### config.mk
export PLATFORM = sky130hd
export DESIGN_NAME = pipe_hazard_ctrl
export DESIGN_NICKNAME = d
export VERILOG_FILES = /design/src/rtl/pipe_hazard_ctrl.sv
export SDC_FILE = /design/constraint.sdc
export NUM_CORES = 1
export LEC_CHECK = 0
export CORE_MARGIN = 2
export CORE_UTILIZATION = 35
export CTS_CLUSTER_SIZE = 24
export DETAILED_ROUTE_END_ITERATION = 6
export SLEW_MARGIN = 0
export SYNTH_ARGS = -nofsm -noshare
export SYNTH_HDL_FRONTEND = slang
export SYNTH_SLANG_ARGS = --single-unit
### constraint.sdc
create_clock -name CLK -period 2.4 [get_ports CLK]
set_input_delay 0.72 -clock CLK [delete_from_list [all_inputs] [get_ports CLK]]
set_output_delay 0.72 -clock CLK [all_outputs]
set_load 0.1 [all_outputs]
### src/rtl/pipe_hazard_ctrl.sv
// Hazard and sequencing controller for the five-stage BTB pipeline.
// Resolves load-use stalls, mispredict flushes and syscall halt; keeps perf counters.
module pipe_hazard_ctrl #(
  parameter int CNT_W = 32
) (
  input  logic             CLK,
  input  logic             RST,
  input  logic [4:0]       ID_Rs,
  input  logic [4:0]       ID_Rt,
  input  logic             ID_UsesRs,
  input  logic             ID_UsesRt,
  input  logic [4:0]       EX_WAdr,
  input  logic             EX_MemToReg,
  input  logic             EX_RegWrite,
  input  logic             EX_Mispredict,
  input  logic             MEM_Halt,
  input  logic             WB_Valid,
  output logic             PC_En,
  output logic             IFID_En,
  output logic             IFID_CLR,
  output logic             IDEX_CLR,
  output logic             EXMEM_CLR,
  output logic             Halted,
  output logic [CNT_W-1:0] CycleCnt,
  output logic [CNT_W-1:0] StallCnt,
  output logic [CNT_W-1:0] FlushCnt,
  output logic [CNT_W-1:0] RetireCnt
);

  typedef enum logic {
    RUN  = 1'b0,
    HALT = 1'b1
  } state_t;

  state_t state;

  logic rs_hit;
  logic rt_hit;
  logic luh;
  logic take_hlt;
  logic take_mis;
  logic take_luh;

  assign rs_hit = ID_UsesRs && (ID_Rs == EX_WAdr);
  assign rt_hit = ID_UsesRt && (ID_Rt == EX_WAdr);
  assign luh    = EX_MemToReg && EX_RegWrite &&
                  (EX_WAdr != 5'd0) && (rs_hit || rt_hit);

  // One-hot resolution of hlt > mis > luh
  assign take_hlt = MEM_Halt;
  assign take_mis = EX_Mispredict && !MEM_Halt;
  assign take_luh = luh && !EX_Mispredict && !MEM_Halt;

  function automatic logic [CNT_W-1:0] sat_inc(
    input logic [CNT_W-1:0] v
  );
    return (v == '1) ? v : v + 1'b1;
  endfunction

  always_comb begin
    PC_En     = 1'b1;
    IFID_En   = 1'b1;
    IFID_CLR  = 1'b0;
    IDEX_CLR  = 1'b0;
    EXMEM_CLR = 1'b0;
    if (RST || state == HALT) begin
      PC_En     = 1'b0;
      IFID_En   = 1'b0;
      IFID_CLR  = 1'b1;
      IDEX_CLR  = 1'b1;
      EXMEM_CLR = 1'b1;
    end else begin
      unique case (1'b1)
        take_hlt: begin
          PC_En     = 1'b0;
          IFID_En   = 1'b0;
          IFID_CLR  = 1'b1;
          IDEX_CLR  = 1'b1;
          EXMEM_CLR = 1'b1;
        end
        take_mis: begin
          IFID_CLR  = 1'b1;
          IDEX_CLR  = 1'b1;
        end
        take_luh: begin
          PC_En     = 1'b0;
          IFID_En   = 1'b0;
          IDEX_CLR  = 1'b1;
        end
        default: ;
      endcase
    end
  end

  assign Halted = (state == HALT) && !RST;

  always_ff @(posedge CLK) begin
    if (RST) begin
      state     <= RUN;
      CycleCnt  <= '0;
      StallCnt  <= '0;
      FlushCnt  <= '0;
      RetireCnt <= '0;
    end else begin
      if (WB_Valid)
        RetireCnt <= sat_inc(RetireCnt);
      unique case (state)
        RUN: begin
          CycleCnt <= sat_inc(CycleCnt);
          if (take_hlt)
            state <= HALT;
          if (take_mis)
            FlushCnt <= sat_inc(FlushCnt);
          if (take_luh)
            StallCnt <= sat_inc(StallCnt);
        end
        HALT: state <= HALT;
        default: state <= RUN;
      endcase
    end
  end

endmodule

==> impl_metrics.tcl <==
set metrics [dict create \
    end_kind "output port" \
    overflow 0 \
    final.setup.tns_ns -1.03 \
    max_slew_margin_pct 58.6 \
    diodes 0 \
    powerDensity_mw_per_mm2 562 \
    avgRoutedWirePerCell_um 13.9 \
    r2r_start "StallCnt[0]" \
    cts.sinks 129 \
    clk_latency_ns 0.41 \
    finClkSkew_ns 0.00858 \
    min_from "StallCnt[4]" \
    yosys.area.top_type "dfxtp_1" \
    row_count 49 \
    ctsRootBufferMaster "clkbuf_16" \
    cts_tree "done" \
    synth_nets 769 \
    die-area_mm2 0.0194 \
    min_period_ns 2.75 \
    track_usage_pct 16.9 \
    synth-edff-count 0 \
    netlist_area_mm2 0.00641 \
    hold_path_class "register to register" \
    place_hpwl_um 11700 \
    coreArea_mm2 0.0180 \
    drt-pass1-iter-count 4 \
    yosys_warnings 0 \
    synthArstFlopShare_pct 0 \
    p_leak_nw 3.53 \
    vias 5926 \
    grt_pass1_wl_um 27500 \
    rsz0062_at_grt "yes" \
    ys_seq_area_share_pct 40.3 \
    grt_pass1_vias 5491 \
    die_y_um 139 \
    ys.flop_type "dfxtp_1" \
    fin_crit_sh_pct 115 \
    synthToLayoutAreaGrowth_pct 39.6 \
    grt_max_degree 134 \
    clockBufferDepth 2 \
    fin_ws_ns -0.353 \
    crit_path_start "EX_WAdr[2]" \
    drive_gt1_share_pct 35.4 \
    ios 158 \
    arrival_ns 2.03 \
    cp_max_fo 2 \
    drc 0 \
    antenna_found_initial 0 \
    violations "negative setup slack" \
    hold_buffers 0 \
    final_antenna_net_count 0 \
    synth_seq_cells 129 \
    nets 963 \
    drt-total-wl_um 16400 \
    final_area_mm2 0.00894 \
    place_area_mm2 0.00834 \
    die_w_um 139 \
    maxCapViolCount 0 \
    worst_slew_pin_slew_ns 0.622 \
    htreeDepth 4 \
    cts_buffers 17 \
    fin_cells 1177 \
    dp_cells 1144 \
    dpl_worst_slack_ns -0.727 \
    gp_congestion 0.756 \
    drt_iter0_markers 293 \
    crit_required_ns 1.68 \
    finalMaxSlewViolations 0 \
    syn_avg_cell_area_um2 8.65 \
    clk_pin_slew_worst_paths_ns 0.06 \
    synth_cells 741 \
    drt-vias-per-instance 5.03 \
    start_util_pct 35.7 \
    crit_path_start_kind "input port" \
    hold_viol_final 0 \
    netlist.area_leader.share_pct 40.3 \
    worst-setup-path-type "input port to output port" \
    clock.fmax_mhz 363 \
    outcome "finished with violations" \
    vdd_drop_max_uv 479 \
    synthTopCellsByArea "dfxtp_1 40%, xor2_1 9.7%, nor2_1 6.9%" \
    setup_viol 4 \
    portBuffers 157 \
    synthDistinctLibCells 56 \
]
## synth_stat cells, types with 2 or more instances
master / number
mux2_1: 3
dfxtp_1: 129
o31ai_1: 5
or4_4: 2
or2_2: 2
nand4_2: 4
or4_1: 6
xor2_1: 71
buf_4: 3
nor3_2: 2
and4_1: 12
o21ai_0: 26
nor2_1: 117
nor2b_1: 5
nor4_1: 5
and3_1: 14
a21oi_1: 33
or3_1: 29
o211ai_1: 2
buf_2: 3
inv_1: 13
and2_1: 7
nor3_1: 15
mux2i_1: 4
nand3_1: 47
a31oi_1: 7
xnor2_1: 24
nand2_1: 55
a41oi_1: 2
nand4_1: 45
ha_1: 4
nand3_2: 4
nand3_4: 2
nor4_4: 5
clkbuf_1: 13
## path summary, 6_finish.rpt
kind / endpoint / slack, ns / cells past startpoint
worst max-delay path: PC_En / -0.35 / 7
worst min-delay path: StallCnt[4] / 0.50 / 2
worst max register to register: StallCnt[20] / 0.30 / 7
worst min register to register: StallCnt[4] / 0.50 / 2
## flip-flops by register name, summed over array words and instances (netlist names)
name / count
CycleCnt: 32
FlushCnt: 32
RetireCnt: 32
StallCnt: 32
state: 1
## critical path, stage by stage
cell,delay (ns)
buf_6,0.09
or4_4,0.52
o21a_1,0.20
nand2_2,0.11
nor2_4,0.05
nor2_4,0.14
buf_12,0.19
## per-stage QoR
| stage | hold WS (ns) | utilization [%] | power [mW] |
|---|---|---|---|
| 2_1_floorplan | 0.597 | - | 2.44 |
| 3_3_place_gp | 0.484 | 46.5 | 2.56 |
| 3_5_place_dp | 0.490 | 46.5 | 2.56 |
| 4_1_cts | 0.501 | 49.6 | 5.10 |
| 5_1_grt | 0.527 | 49.8 | 5.21 |
| 6_report | 0.502 | 49.8 | 5.03 |
## cells in the final DEF (no fill, tap or decap), types with 6 or more instances in the layout
| cell | netlist | routed |
|---|---|---|
| dfxtp_1 | 129 | 45 |
| buf_4 | 3 | 163 |
| xor2_1 | 71 | 71 |
| o21ai_0 | 26 | 26 |
| dfxtp_2 | 0 | 84 |
| inv_1 | 13 | 13 |
| clkbuf_16 | 0 | 17 |
| and2_1 | 7 | 6 |
| buf_12 | 0 | 7 |
| or3_1 | 29 | 28 |
| dlygate4sd2_1 | 0 | 9 |
| a31oi_1 | 7 | 7 |
| nand4_1 | 45 | 45 |
| nand2_1 | 55 | 54 |
| and3_1 | 14 | 14 |
| xnor2_1 | 24 | 24 |
| a21oi_1 | 33 | 33 |
| and4_1 | 12 | 12 |
| nor2_1 | 117 | 115 |
| nand3_1 | 47 | 47 |
| nor3_1 | 15 | 15 |
## layout make-up
cell class / instances / area [µm²]
clock buffers: 21 / 470
clock inverters: 11 / 105
fillers: 1752 / 9020
inverters: 13 / 48.8
multi-input cells: 579 / 3750
flip-flops and latches: 129 / 2690
well taps: 229 / 287
repair buffers: 195 / 1600
## metal layers
metal / wire length (µm) / GRT usage [%] / up-vias
li1: - / - / 3024
met1: 7840 / 23.2 / 2769
met2: 7520 / 26.3 / 120
met3: 884 / 4.61 / 13
met4: 181 / 4.57 / 0
met5: 0 / 0 / -
## power by group
group          switching, mW  internal (mW)  total [mW]
registers             0.0168           2.16        2.17
logic                  0.219          0.118       0.337
clock network           1.00           1.51        2.52
total                   1.24           3.79        5.03
## repair_timing
action                     CTS  global route
setup endpoints to repair   26            17
resized for setup           40             7
hold endpoints to repair     0             0
gates cloned                 0             0
pin swaps                   18             3
buffers inserted             1             0
## cells by family (layout without fill, tap and decap cells)
logic type	after synthesis	after routing	synth area share, %
compound gates	84	84	8.77
mux	8	8	1.33
buf+inv	33	240	2.17
flops	129	129	40.3
simple gates	388	388	33.7
xor+xnor	95	95	13.0
fa+ha+maj	4	4	0.781
No activity file was read; power rests on OpenSTA's default activity.
